==> src/rtl/uart_word_tx.sv <==
// 32-bit word UART transmitter: four back-to-back 8N1 frames, LSB byte first.
// Define UART_WORD_TX_PARITY_EN to insert an even-parity bit before each stop bit.
`timescale 1ns/1ps
module uart_word_tx #(
  parameter int CLKS_PER_BIT = 234
) (
  input  logic        clk,
  input  logic        rst_n,
  input  logic        start,
  input  logic [31:0] data_in,
  output logic        tx,
  output logic        busy,
  output logic        done
);

  localparam int BAUD_W = (CLKS_PER_BIT > 1) ? $clog2(CLKS_PER_BIT) : 1;
  localparam logic [BAUD_W-1:0] BAUD_LAST = BAUD_W'(CLKS_PER_BIT - 1);
  localparam logic [BAUD_W-1:0] STOP_LAST = BAUD_W'(CLKS_PER_BIT - 2);

  typedef enum logic [2:0] {
    IDLE,
    START,
    DATA,
    PARITY,
    STOP,
    DONE
  } state_t;

  state_t            state, state_nxt;
  logic [BAUD_W-1:0] baud_cnt, baud_nxt;
  logic [2:0]        bit_cnt, bit_nxt;
  logic [1:0]        byte_idx, byte_nxt;
  logic [31:0]       shreg, shreg_nxt;
  logic [7:0]        cur_byte;
  logic              baud_wrap;
  logic              tx_nxt, busy_nxt, done_nxt;

  always_ff @(posedge clk) begin
    if (!rst_n) begin
      state    <= IDLE;
      baud_cnt <= '0;
      bit_cnt  <= '0;
      byte_idx <= '0;
      shreg    <= '0;
      tx       <= 1'b1;
      busy     <= 1'b0;
      done     <= 1'b0;
    end else begin
      state    <= state_nxt;
      baud_cnt <= baud_nxt;
      bit_cnt  <= bit_nxt;
      byte_idx <= byte_nxt;
      shreg    <= shreg_nxt;
      tx       <= tx_nxt;
      busy     <= busy_nxt;
      done     <= done_nxt;
    end
  end

  // The last stop bit is cut one cycle short and the DONE state fills that
  // cycle, so the registered done pulse lands exactly when the word ends and
  // the state is already IDLE for an immediate next accept.
  always_comb begin
    state_nxt = state;
    baud_nxt  = baud_cnt;
    bit_nxt   = bit_cnt;
    byte_nxt  = byte_idx;
    shreg_nxt = shreg;
    done_nxt  = 1'b0;
    baud_wrap = (baud_cnt == BAUD_LAST);

    case (state)
      IDLE: begin
        if (start) begin
          state_nxt = START;
          shreg_nxt = data_in;
          byte_nxt  = '0;
          bit_nxt   = '0;
          baud_nxt  = '0;
        end
      end
      START: begin
        if (baud_wrap) begin
          state_nxt = DATA;
          baud_nxt  = '0;
        end else begin
          baud_nxt = baud_cnt + BAUD_W'(1);
        end
      end
      DATA: begin
        if (baud_wrap) begin
          baud_nxt = '0;
          if (bit_cnt == 3'd7) begin
            bit_nxt = '0;
`ifdef UART_WORD_TX_PARITY_EN
            state_nxt = PARITY;
`else
            state_nxt = STOP;
`endif
          end else begin
            bit_nxt = bit_cnt + 3'd1;
          end
        end else begin
          baud_nxt = baud_cnt + BAUD_W'(1);
        end
      end
      PARITY: begin
        if (baud_wrap) begin
          state_nxt = STOP;
          baud_nxt  = '0;
        end else begin
          baud_nxt = baud_cnt + BAUD_W'(1);
        end
      end
      STOP: begin
        if ((byte_idx == 2'd3) && (baud_cnt == STOP_LAST)) begin
          state_nxt = DONE;
          baud_nxt  = '0;
          byte_nxt  = '0;
        end else if (baud_wrap) begin
          state_nxt = START;
          baud_nxt  = '0;
          byte_nxt  = byte_idx + 2'd1;
          shreg_nxt = {8'h00, shreg[31:8]};
        end else begin
          baud_nxt = baud_cnt + BAUD_W'(1);
        end
      end
      DONE: begin
        state_nxt = IDLE;
        done_nxt  = 1'b1;
      end
      default: state_nxt = IDLE;
    endcase

    // Outputs are registered from the next-state view of the line.
    cur_byte = shreg_nxt[7:0];
    busy_nxt = (state_nxt != IDLE);
    case (state_nxt)
      START:   tx_nxt = 1'b0;
      DATA:    tx_nxt = cur_byte[bit_nxt];
      PARITY:  tx_nxt = ^cur_byte;
      default: tx_nxt = 1'b1;
    endcase
  end

endmodule

==> config.mk <==
export PLATFORM = sky130hd
export DESIGN_NAME = uart_word_tx
export DESIGN_NICKNAME = d
export VERILOG_FILES = /design/src/rtl/uart_word_tx.sv
export SDC_FILE = /design/constraint.sdc
export NUM_CORES = 1
export LEC_CHECK = 0
export ABC_AREA = 1
export CAP_MARGIN = 25
export CORE_ASPECT_RATIO = 1.2
export CORE_MARGIN = 2
export CORE_UTILIZATION = 52
export DETAILED_ROUTE_END_ITERATION = 6
export MAX_ROUTING_LAYER = met4
export PLACE_DENSITY = 0.76
export SETUP_SLACK_MARGIN = 0.15
export SKIP_CTS_REPAIR_TIMING = 1
export SLEW_MARGIN = 10
export SYNTH_ARGS = -nofsm -noshare
export SYNTH_HDL_FRONTEND = slang
export SYNTH_SLANG_ARGS = --single-unit
==> constraint.sdc <==
create_clock -name clk -period 1.9 [get_ports clk]
set_input_delay 0.38 -clock clk [delete_from_list [all_inputs] [get_ports clk]]
set_output_delay 0.38 -clock clk [all_outputs]
set_load 0.005 [all_outputs]
==> results of run 1 <==
-- per-layer routing --
| metal | GRT usage, % | vias up | wire, um |
|---|---|---|---|
| met3 | 4.00 | 16 | 394 |
| met1 | 28.0 | 1356 | 3060 |
| met5 | - | - | 0 |
| li1 | - | 1466 | - |
| met4 | 6.82 | 0 | 144 |
| met2 | 38.0 | 124 | 3590 |
-- stage by stage --
| stage | hold slack, ns | instance area (um2) | instances | TNS [ns] |
|---|---|---|---|---|
| after global placement | 0.453 | 3360 | 531 | -0.132 |
| after global routing | 0.488 | 3750 | 547 | -0.146 |
| after CTS | 0.467 | 3460 | 538 | -0.0637 |
| after detailed placement | 0.455 | 3360 | 531 | -0.213 |
| final | 0.464 | 3750 | 547 | -0.0226 |
| after floorplan | 0.440 | 2720 | 412 | 0 |
-- how the worst max path moves through the flow --
stage	start	to	slack [ns]	cells past startpoint
floorplan	baud_cnt[1]	tx	0.15	18
global placement	start	tx	-0.13	14
detailed placement	start	tx	-0.21	14
CTS	state[1]	tx	-0.06	16
global route	baud_cnt[1]	tx	-0.15	17
finish	baud_cnt[2]	tx	-0.02	16
-- synthesized netlist by cell type (all sizes together) --
| cell | count |
|---|---|
| nand2 | 143 |
| inv | 52 |
| dfxtp | 51 |
| nor2 | 48 |
| nand3 | 22 |
| a21oi | 17 |
| a31oi | 17 |
| nand4 | 17 |
| o21ai | 10 |
| clkbuf | 8 |
| buf | 7 |
| ha | 6 |
| nor3 | 3 |
| a211oi | 1 |
| a31o | 1 |
| clkinv | 1 |
| nor3b | 1 |
| nor4 | 1 |
| o211ai | 1 |
| o21a | 1 |
| o31ai | 1 |
| or2 | 1 |
| xnor2 | 1 |
| xor2 | 1 |
-- cell type report --
cell class / count / share of cell area, %
sequential: 51 / 27.4
multi-input combinational: 294 / 42.7
inverter: 53 / 5.58
timing repair buffer: 82 / 19.5
clock inverter: 1 / 0.801
tap: 60 / 2.00
clock buffer: 6 / 1.94
-- cells by family (layout without fill, tap and decap cells) --
kind of cell	after synthesis	after routing	synth area share (%)
AO/OA/AOI/OAI	49	49	10.6
XOR/XNOR	2	2	0.643
adder cells (fa/ha/maj)	6	6	2.76
buffers and inverters	68	142	10.4
flip-flops	51	51	37.5
AND/OR/NAND/NOR	236	237	38.1
-- power groups by stage --
stage,Clock (uW),Combinational (uW),Sequential (uW)
floorplan,0,236,1160
global placement,0,399,1170
detailed placement,0,409,1170
CTS,758,410,1150
global route,793,513,1160
finish,747,464,1150
-- flip-flops by register name, summed over array words and instances, names as in the netlist --
name	flops
done	1
shreg	32
tx	1
bit_cnt	3
busy	1
state	3
byte_idx	2
baud_cnt	8
-- cell usage in the layout, fill, tap and decap left out, drive strengths merged --
cell / n
bufinv: 1
clkdlybuf4s50: 37
nand3: 23
clkinv: 1
ha: 6
xor2: 1
xnor2: 1
a211oi: 1
o21a: 1
nor3: 3
nor2: 48
clkbuf: 6
o211ai: 1
inv: 52
o31ai: 1
a31o: 1
a31oi: 17
dfxtp: 51
nor3b: 1
nand4: 17
or2: 1
o21ai: 10
buf: 45
nor4: 1
a21oi: 17
nand2: 143
-- critical path, delay by kind of cell, from the launching register on --
| kind | cells | cell delay [ns] |
|---|---|---|
| flip-flops | 1 | 0.35 |
| AND/OR/NAND/NOR | 14 | 1.31 |
| buffers and inverters | 2 | 0.18 |
==> reports/metrics.cfg, run 1 <==
[place]
dp_slack_ns = -0.213
gp_congestion = 0.872
numPortBuffers = 37
dpl.hpwl_um = 4650

[timing]
setup_viol = 1
slew_violations = 0
hold_viol_final = 0
clock_skew_ns = 0.00810
finalCriticalPeriod_ns = 1.92
worst_pin_slew_ns = 0.367
max_freq_mhz = 520
slew_headroom_pct = 75.3
rsz0062_at_grt = true
worst_slack_ns = -0.0226
fin_crit_sh_pct = 101

[logic_synthesis]
seq_area_frac_synth_pct = 37.5
synth.avg_cell_area_um2 = 6.61
synthTopCellsByArea = dfxtp_1 38%, nand2_1 18%, inv_1 6.2%, nor2_1 6.1%, a31oi_1 3.9%
ys_types = 34
synth_nets = 453
netlist_instances = 412
netlist_area_mm2 = 0.00272
yosys.area.top_type_share_pct = 37.5
synth-seq-cells = 51
ys.warnings.count = 0
synth_area_leader_cell = dfxtp_1

[cells_and_area]
final_nets = 528
final-seq-area_mm2 = 0.00103
fillers = 384
area_growth_pct = 37.6
n_antenna_cell = 0
postLayoutCoreUtil_pct = 75.3
multi_input_area_mm2 = 0.00160
layout-drive-gt1-share_pct = 26.7

[drt]
drt-total-wl_um = 7190
drc = 0
drtAntennaViolNets = 0
wl_per_cell_um = 13.2
first_pass_iters = 6
dr_total_vias = 2962
post_drt_via_cell_ratio = 5.41
drt_iter0_markers = 237

[setup_path]
timing.critical_path.mode_cell = nand2_1
regToRegStartpoint = baud_cnt[2]
endpoint_kind = register
r2r_slack_ns = -0.02
cp_data_arrival_time_ns = 2.14
r2r.worst_path.cells = 16
cp.required_ns = 2.11
cp_cell_sequence = inv_2 -> nand2_2 -> nor2_4 -> nand2_4 -> nand2_4 -> nand3_4 -> nand2_2 -> nand2_2 -> inv_2 -> nand2_1 -> nand2_1 -> nand2_1 -> nand2_1 -> nand3_1 -> nand3_1 -> nand2_1
critPathMaxStageDelay_ns = 0.35
critPathLaunchType = register
worstSetupPathType = reg -> reg
cp_slowest_cell = dfxtp_2
cp_max_fo = 6
rr_endpoint = tx

[pwr]
p_int_uw = 1730
total_power_uw = 2360
powerDensity_mw_per_mm2 = 630
p_leak_uw = 0.00160
netSwitchingFraction_pct = 26.9
vdd_drop_max_uv = 385
clockPowerShare_pct = 31.7
seqPwrFrac_pct = 48.7
comb_power_share_pct = 19.6
net-switching-power_uw = 636

[global_routing]
antenna_found_initial = 0
gr-total-overflow = 0
grt_pass1_wl_um = 10800
grt_pass1_vias = 2544
grt_max_degree = 25
grt_use_total_pct = 22.8

[clock_network]
clock_latency_ns = 0.31
htree_levels = 2
cts_root_buf = clkbuf_8
cts_sinks = 51
cts_tree = yes
cts_max_path_buffers = 2
numCtsBuffers = 5
clkSlewWorstSetupHoldPaths_ns = 0.09

[status]
status = finished, violations left
violations = setup timing

[floorplan]
core_mm2 = 0.00497
ios = 38
die_h_um = 83.3
start_util_pct = 54.7
die_area_mm2 = 0.00583
rows = 28
die_width_um = 70.1

[run]
drv_cap = 0

[worst_hold_path]
min_path_type = reg -> reg
whs_endpoint = shreg[27]
whs_path_depth = 2
holdCritStartpoint = shreg[27]

Power figures use the tool's default switching activity.
==> run 2, diff against run 1 <==
--- a/config.mk
+++ b/config.mk
@@ -15,7 +15,7 @@
 export PLACE_DENSITY = 0.76
 export SETUP_SLACK_MARGIN = 0.15
 export SKIP_CTS_REPAIR_TIMING = 1
-export SLEW_MARGIN = 10
+export SLEW_MARGIN = 20
 export SYNTH_ARGS = -nofsm -noshare
 export SYNTH_HDL_FRONTEND = slang
 export SYNTH_SLANG_ARGS = --single-unit
==> results of run 2 <==
The final DEF is identical to that of run 1; final timing and power are the same.
